File: config.mk
export PLATFORM = sky130hd
export DESIGN_NAME = riscboy_ppu_shift_sched
export DESIGN_NICKNAME = d
export VERILOG_FILES = /design/src/rtl/riscboy_ppu_pkg.sv /design/src/rtl/riscboy_ppu_shift_sched_ctr.sv /design/src/rtl/riscboy_ppu_shift_sched.sv
export SDC_FILE = /design/constraint.sdc
export NUM_CORES = 1
export LEC_CHECK = 0
export BUFFER_PORTS_ARGS = -buffer_cell sky130_fd_sc_hd__clkbuf_2
export CORE_AREA = 2 2 39 41
export DETAILED_ROUTE_END_ITERATION = 7
export DIE_AREA = 0 0 41 43
export SLEW_MARGIN = 20
export SYNTH_ARGS = -nofsm -noshare
export SYNTH_HDL_FRONTEND = slang
export SYNTH_SLANG_ARGS = --single-unit
File: constraint.sdc
create_clock -name clk -period 3.8 [get_ports clk]
set_clock_uncertainty 0.15 [all_clocks]
set_input_delay 0.95 -clock clk [delete_from_list [all_inputs] [get_ports clk]]
set_output_delay 0.95 -clock clk [all_outputs]
set_load 0.05 [all_outputs]
File: src/rtl/riscboy_ppu_pkg.sv
// riscboy_ppu_pkg
// Shared definitions for the PPU shift scheduler: the FSM state encoding and
// the default datapath shift limits used as parameter defaults.
package riscboy_ppu_pkg;

  // Scheduler states. REWIND and UNSHIFT are only reachable when the rewind
  // feature is compiled in.
  typedef enum logic [2:0] {
    ST_IDLE    = 3'd0,
    ST_SHIFT   = 3'd1,
    ST_OUT     = 3'd2,
    ST_REWIND  = 3'd3,
    ST_UNSHIFT = 3'd4
  } shift_sched_state_e;

  // Maximum left shift of the attached datapath, in bits.
  localparam int PPU_SHIFT_MAX_DEFAULT     = 9;
  // Shift-amount width; 2**width must exceed the maximum shift.
  localparam int PPU_SHIFT_W_SHAMT_DEFAULT = 4;

endpackage

File: src/rtl/riscboy_ppu_shift_sched_ctr.sv
// riscboy_ppu_shift_sched_ctr
// Loadable down-counter used to time runs of shift strobes.
// Ports:
//   clk, rst      clock and synchronous active-high reset (clears count)
//   i_load        load strobe, takes priority over decrement
//   i_load_val    value loaded on i_load
//   i_dec         decrement enable; the count holds at zero
//   o_zero        high when the count is zero
module riscboy_ppu_shift_sched_ctr #(
  parameter int W = 4
) (
  input  logic         clk,
  input  logic         rst,
  input  logic         i_load,
  input  logic [W-1:0] i_load_val,
  input  logic         i_dec,
  output logic         o_zero
);

  logic [W-1:0] r_count;

  // Count register: reset, load, or saturating decrement.
  always_ff @(posedge clk) begin
    if (rst) begin
      r_count <= '0;
    end else if (i_load) begin
      r_count <= i_load_val;
    end else if (i_dec && (r_count != '0)) begin
      r_count <= r_count - W'(1);
    end else begin
      r_count <= r_count;
    end
  end

  assign o_zero = (r_count == '0);

endmodule

File: src/rtl/riscboy_ppu_shift_sched.sv
// riscboy_ppu_shift_sched
// Sequences load/shift/unshift strobes for an external left-shift datapath.
// A request latches a (saturated) shift amount, emits that many sr_shift
// strobes, then presents the result until it is accepted. With the rewind
// feature, accepting a result may instead shift the rest of the way to
// MAX_SHIFT, unshift once, and reshift by a new amount.
// Configuration macro: RISCBOY_PPU_SHIFT_SCHED_REWIND_EN enables rewind.
// Ports:
//   clk, rst                    clock, synchronous active-high reset
//   in_valid/in_ready/in_shamt  request handshake and shift amount
//   out_valid/out_ready         result handshake (datapath output valid)
//   out_rewind/out_rewind_shamt rewind request qualifying a result accept
//   sr_load/sr_shift/sr_unshift datapath strobes, mutually exclusive
//   busy                        high whenever not idle
module riscboy_ppu_shift_sched
  import riscboy_ppu_pkg::*;
#(
  parameter int MAX_SHIFT = PPU_SHIFT_MAX_DEFAULT,
  parameter int W_SHAMT   = PPU_SHIFT_W_SHAMT_DEFAULT
) (
  input  logic               clk,
  input  logic               rst,
  input  logic               in_valid,
  output logic               in_ready,
  input  logic [W_SHAMT-1:0] in_shamt,
  output logic               out_valid,
  input  logic               out_ready,
  input  logic               out_rewind,
  input  logic [W_SHAMT-1:0] out_rewind_shamt,
  output logic               sr_load,
  output logic               sr_shift,
  output logic               sr_unshift,
  output logic               busy
);

  localparam logic [W_SHAMT-1:0] L_MAX = W_SHAMT'(MAX_SHIFT);

  shift_sched_state_e r_state;
  shift_sched_state_e w_state_nxt;
  logic [W_SHAMT-1:0] r_cur_shamt;
  logic [W_SHAMT-1:0] w_cur_nxt;
  logic [W_SHAMT-1:0] w_in_sat;
  logic               w_ctr_load;
  logic [W_SHAMT-1:0] w_ctr_val;
  logic               w_ctr_dec;
  logic               w_ctr_zero;

  assign w_in_sat = (in_shamt > L_MAX) ? L_MAX : in_shamt;

`ifdef RISCBOY_PPU_SHIFT_SCHED_REWIND_EN
  logic [W_SHAMT-1:0] r_new_shamt;
  logic [W_SHAMT-1:0] w_new_nxt;
  logic [W_SHAMT-1:0] w_rw_sat;
  logic [W_SHAMT-1:0] w_rw_cnt;

  assign w_rw_sat = (out_rewind_shamt > L_MAX) ? L_MAX : out_rewind_shamt;
  // Shifts needed to bring the current result to the full MAX_SHIFT.
  assign w_rw_cnt = L_MAX - r_cur_shamt;
`else
  // Rewind inputs have no function in this build.
  logic w_unused_rewind;
  assign w_unused_rewind = ^{out_rewind, out_rewind_shamt};
`endif

  // The counter is loaded with (run length - 1) so that a run ends in the
  // cycle where the zero flag is already set.
  riscboy_ppu_shift_sched_ctr #(
    .W (W_SHAMT)
  ) u_ctr (
    .clk        (clk),
    .rst        (rst),
    .i_load     (w_ctr_load),
    .i_load_val (w_ctr_val),
    .i_dec      (w_ctr_dec),
    .o_zero     (w_ctr_zero)
  );

  // State and shift-amount registers.
  always_ff @(posedge clk) begin
    if (rst) begin
      r_state     <= ST_IDLE;
      r_cur_shamt <= '0;
`ifdef RISCBOY_PPU_SHIFT_SCHED_REWIND_EN
      r_new_shamt <= '0;
`endif
    end else begin
      r_state     <= w_state_nxt;
      r_cur_shamt <= w_cur_nxt;
`ifdef RISCBOY_PPU_SHIFT_SCHED_REWIND_EN
      r_new_shamt <= w_new_nxt;
`endif
    end
  end

  // Next-state, shift-amount and counter control.
  always_comb begin
    w_state_nxt = r_state;
    w_cur_nxt   = r_cur_shamt;
    w_ctr_load  = 1'b0;
    w_ctr_val   = '0;
    w_ctr_dec   = 1'b0;
`ifdef RISCBOY_PPU_SHIFT_SCHED_REWIND_EN
    w_new_nxt   = r_new_shamt;
`endif
    case (r_state)
      ST_IDLE: begin
        if (in_valid) begin
          w_cur_nxt = w_in_sat;
          if (w_in_sat != '0) begin
            w_ctr_load  = 1'b1;
            w_ctr_val   = w_in_sat - W_SHAMT'(1);
            w_state_nxt = ST_SHIFT;
          end else begin
            w_state_nxt = ST_OUT;
          end
        end else begin
          w_state_nxt = ST_IDLE;
        end
      end
      ST_SHIFT: begin
        if (w_ctr_zero) begin
          w_state_nxt = ST_OUT;
        end else begin
          w_ctr_dec = 1'b1;
        end
      end
      ST_OUT: begin
        if (out_ready) begin
`ifdef RISCBOY_PPU_SHIFT_SCHED_REWIND_EN
          if (out_rewind) begin
            w_new_nxt = w_rw_sat;
            if (w_rw_cnt != '0) begin
              w_ctr_load  = 1'b1;
              w_ctr_val   = w_rw_cnt - W_SHAMT'(1);
              w_state_nxt = ST_REWIND;
            end else begin
              w_state_nxt = ST_UNSHIFT;
            end
          end else begin
            w_state_nxt = ST_IDLE;
          end
`else
          w_state_nxt = ST_IDLE;
`endif
        end else begin
          w_state_nxt = ST_OUT;
        end
      end
`ifdef RISCBOY_PPU_SHIFT_SCHED_REWIND_EN
      ST_REWIND: begin
        if (w_ctr_zero) begin
          w_state_nxt = ST_UNSHIFT;
        end else begin
          w_ctr_dec = 1'b1;
        end
      end
      ST_UNSHIFT: begin
        w_cur_nxt = r_new_shamt;
        if (r_new_shamt != '0) begin
          w_ctr_load  = 1'b1;
          w_ctr_val   = r_new_shamt - W_SHAMT'(1);
          w_state_nxt = ST_SHIFT;
        end else begin
          w_state_nxt = ST_OUT;
        end
      end
`endif
      default: begin
        w_state_nxt = ST_IDLE;
      end
    endcase
  end

  assign in_ready   = (r_state == ST_IDLE);
  // Gated with rst so no load strobe escapes while reset is held.
  assign sr_load    = in_valid & in_ready & ~rst;
  assign out_valid  = (r_state == ST_OUT);
  assign busy       = (r_state != ST_IDLE);
`ifdef RISCBOY_PPU_SHIFT_SCHED_REWIND_EN
  assign sr_shift   = (r_state == ST_SHIFT) || (r_state == ST_REWIND);
  assign sr_unshift = (r_state == ST_UNSHIFT);
`else
  assign sr_shift   = (r_state == ST_SHIFT);
  assign sr_unshift = 1'b0;
`endif

endmodule

# Word level (Yosys, flattened, before mapping)
# Cells that the tools add are included.
totals:
  register_bits: 7
  memories: 0
  word_cells: 34
  output_inout_bits: 6
  ramBits: 0
  rom_bits: 0
  latchBits: 0
op_classes:
  n_addsub: 2
  magnitude_cmp: 1
  muxes: 16
  shift: 0
  div: 0
  n_eq_ne: 3
  multipliers: 0
  bitwise_logic: 3
  n_reduce_logical: 7
ops:
  columns: ["op", "count"]
  rows:
  - ["2-to-1 mux 4 bit", 6]
  - ["one-hot mux 3 bit (3 select lines)", 1]
  - ["nonzero test 4 bit", 2]
  - ["subtractor 4 x 1 -> 4 bit (second input constant)", 2]
  - ["2-to-1 mux 3 bit", 2]
  - ["2-to-1 mux 1 bit", 5]
  - ["greater-than comparator 4 bit (second input constant)", 1]
  - ["zero test 4 bit", 1]
  - ["2-to-1 mux 2 bit", 2]
  - ["equality test 3 x 1 -> 1 bit (second input constant)", 1]
  - ["equality test 3 x 2 -> 1 bit (second input constant)", 1]
  - ["zero test 3 bit", 1]
  - ["nonzero test 3 bit", 1]
  - ["AND 1 bit", 2]
  - ["inequality test 2 x 1 -> 1 bit (second input constant)", 1]
  - ["nonzero test 2 bit", 1]
  - ["logical AND 1 bit", 1]
  - ["inverter 1 bit", 1]

# Depth between registers and ports, before layout
logic_depth:
  word_depth: 7
  ltp_mapped: 6
  mapped_depth_nobuf: 6

# Hierarchy
# A second synthesis with hierarchy kept.
hier_totals:
  cells_unflattened: 61
  hier_area_um2: 513.0
by_module_without_submodules:
  columns: ["module", "cells_each", "instances", "area_each_um2", "seq_area_each_um2"]
  rows:
  - ["riscboy_ppu_shift_sched_ctr", 29, 1, 262.8, 80.1]
  - ["riscboy_ppu_shift_sched", 32, 1, 250.2, 40.0]

# Least setup slack after synthesis
# Ideal clock, no wire load.
synth_path:
  path_type: "input-to-output"
  startpoint: "input port in_valid"
  endpoint: "output port sr_load"
  required_ns: 2.700
  stages: 3
  arrival_ns: 2.068
  slack_ns: 0.632
  cell_sequence: "or3b_1 > clkbuf_2 > nor2_1"
synth_between:
  elab_chain_len: 2
synth_lines:
  columns: ["item", "line_no", "source"]
  rows:
  - ["start, declared", "riscboy_ppu_shift_sched.sv:23", "input logic in_valid,"]
  - ["AND 1 bit (2 in series)", "riscboy_ppu_shift_sched.sv:176", "assign sr_load = in_valid & in_ready & ~rst;"]
  - ["end, declared", "riscboy_ppu_shift_sched.sv:30", "output logic sr_load,"]
# No other way between the ends.

# Worst setup path after layout
# Ends and elaborated chain as after synthesis.

==> reports/qor.txt <==
status: finished, final reports clean
Worst-Skew Late Latency: 0.24 ns
H-tree levels: 1
gr ovfl total: 0
Post-Route Setup TNS: 0 ns
worst-path maximum fanout: 7
worst IR drop on VDD: 0.133 mV
clk buf depth: 2
Synthesized Nets: 72
total core area: 1380 µm²
asr flop ratio synth: 0
Setup crit start kind: input port
minimum clock period: 2.98 ns
Initial Util: 0.331
Slew Limit Fails: 0
post-CTS sizing: 0
chip width: 41 µm
Synth Cell Area: 458 µm²
max incr delay on CP: 0.44 ns
Vias/cell: 5.39
vias in the first global route: 404
Filler Cells Inserted: 143
CP Class: input port to output pin
Static Leak: 0.239 nW
Min-Delay Path Class: flop to flop
Mean Syn Cell Area: 8.18 µm²
drt total wl: 984 µm
port buffer count: 12
Top FF cell, synth: dfxtp_1
first-pass iteration count of the detailed router: 4
CP max stage cell: or3b_1
worst endpoint required time: 2.70 ns
flops & latches, synth: 6
Worst-Margin Slew: 0.735 ns
HPWL after DPL: 756 µm
area leader, netlist: dfxtp_1
Synth Warn #: 0
Worst slew margin: 0.509
Synth area leaders: dfxtp_1 26%, ha_1 8.2%, a311oi_1 5.7%
Placement Rows: 14
Max Cap Viol: 0
gp weighted congestion: 0.732
clock slew seen by the registers of the worst setup and hold paths: 0.04 ns
clk root buf: clkbuf_4
Antenna diodes: 0
largest net degree at the start of global routing: 9
Area Growth Syn to Fin: 18.9%
Final Power: 0.000240 W
final hold vios: 0
post-synthesis cell count: 56
vias post-DR: 453
Netlist cell types: 34
final setup fails: 0
type of destination of the critical path: output pin
Antenna Nets Post-Route: 0
RSZ-0062 raised after global routing: false
area share of the largest cell type after synthesis: 0.262
Seq/Total Area, Yosys: 0.262
worst hold margin: 0.400 ns
nets@finish: 86
pwr/cell area: 441 nW/µm²
die area: 1760 µm²
setup bufs post-CTS: 0
CP cell instances: clkbuf_2 -> or3b_1 -> nor2_1 -> clkbuf_2
Hold Buf Count CTS: 0
CTS Buf Count: 3
Initial DRC Count: 17
die height: 43 µm
initial antenna violation count: 0
Tcrit/Tclk final: 0.784
Achievable Freq: 335 MHz
Clock Sinks: 6
CTS tree: built
most used cell, CP: clkbuf_2
Crit path arrival time: 1.88 ns
first-pass GRT wire length: 1610 µm
DRC errors left: 0
I/O Pins: 19
EDFF count, synth: 0
Overall Global Routing Usage: 0.139
share of cells above drive strength 1: 0.250
wire per inst: 11.7 µm
## worst max-delay path, delay by kind of cell
family / cells / cell delay (ns)
buffers and inverters: 2 / 0.36
AND/OR/NAND/NOR: 2 / 0.56
## path summary, 6_finish.rpt
path	startpoint	endpoint	slack (ns)	cells past startpoint
worst min register to register	u_ctr.r_count[3]	u_ctr.r_count[3]	0.40	2
worst max-delay path	in_valid	sr_load	0.82	4
worst min-delay path	u_ctr.r_count[3]	u_ctr.r_count[3]	0.40	2
worst max register to register	u_ctr.r_count[0]	u_ctr.r_count[1]	1.98	5
## cell usage in the layout (no fill, tap or decap), types with 2 or more instances in the layout
cell type,synthesis,routed
clkbuf_2,1,12
dfxtp_1,6,6
inv_1,5,5
nor2_1,3,3
nor3b_1,3,3
a311oi_1,3,3
ha_1,3,3
clkbuf_4,0,3
nand2b_1,2,2
o21ai_0,2,2
or4_1,2,2
nor4_1,2,2
a21oi_1,2,2
## sequential cells by signal (all words and copies together) (netlist names)
name	flops
u_ctr.r_count	4
r_state	2
## where the power goes
part           leakage [nW]  internal (W)  switching, W
Sequential           0.0495     0.0000722    0.00000749
Combinational         0.175     0.0000348     0.0000674
Clock                0.0138     0.0000357     0.0000225
Total                 0.239      0.000143     0.0000974
## synthesized netlist by cell type (2+ instances only)
master    count
nor4_1        2
or4_1         2
a311oi_1      3
nand2b_1      2
dfxtp_1       6
inv_1         5
o21ai_0       2
ha_1          3
nor2_1        3
a21oi_1       2
nor3b_1       3
## routing by layer
layer,GRT usage,vias to the layer above,share of wire
met1,0.167,201,0.44
met2,0.206,16,0.47
met3,0.0471,4,0.061
met4,0.0800,0,0.024
li1,-,232,-
met5,0,-,0
## area by class of cell
cell class / count / area (µm²) / area share
Tap cell: 16 / 20.0 / 0.0368
Clock buffer: 3 / 22.5 / 0.0414
Timing Repair Buffer: 12 / 60.1 / 0.110
Sequential cell: 6 / 120 / 0.221
Multi-Input combinational cell: 42 / 303 / 0.556
Inverter: 5 / 18.8 / 0.0345
## cell families after synthesis
logic type               Yosys count  synth area share
AND/OR/NAND/NOR                   24             0.342
AO/OA/AOI/OAI                     13             0.210
buffers and inverters              8            0.0765
flip-flops                         6             0.262
adder cells (fa/ha/maj)            3            0.0820
XOR/XNOR                           1            0.0191
other                              1           0.00819
## through the flow
stage	worst slack (ns)	cell area (µm²)	std cells	util
detailed placement	0.817	522	81	0.377
global placement	0.811	522	81	0.377
global route	0.753	544	84	0.393
finish	0.819	544	84	0.393
CTS	0.814	544	84	0.393
floorplan	0.632	458	56	-
(Power assumes the default switching activity.)
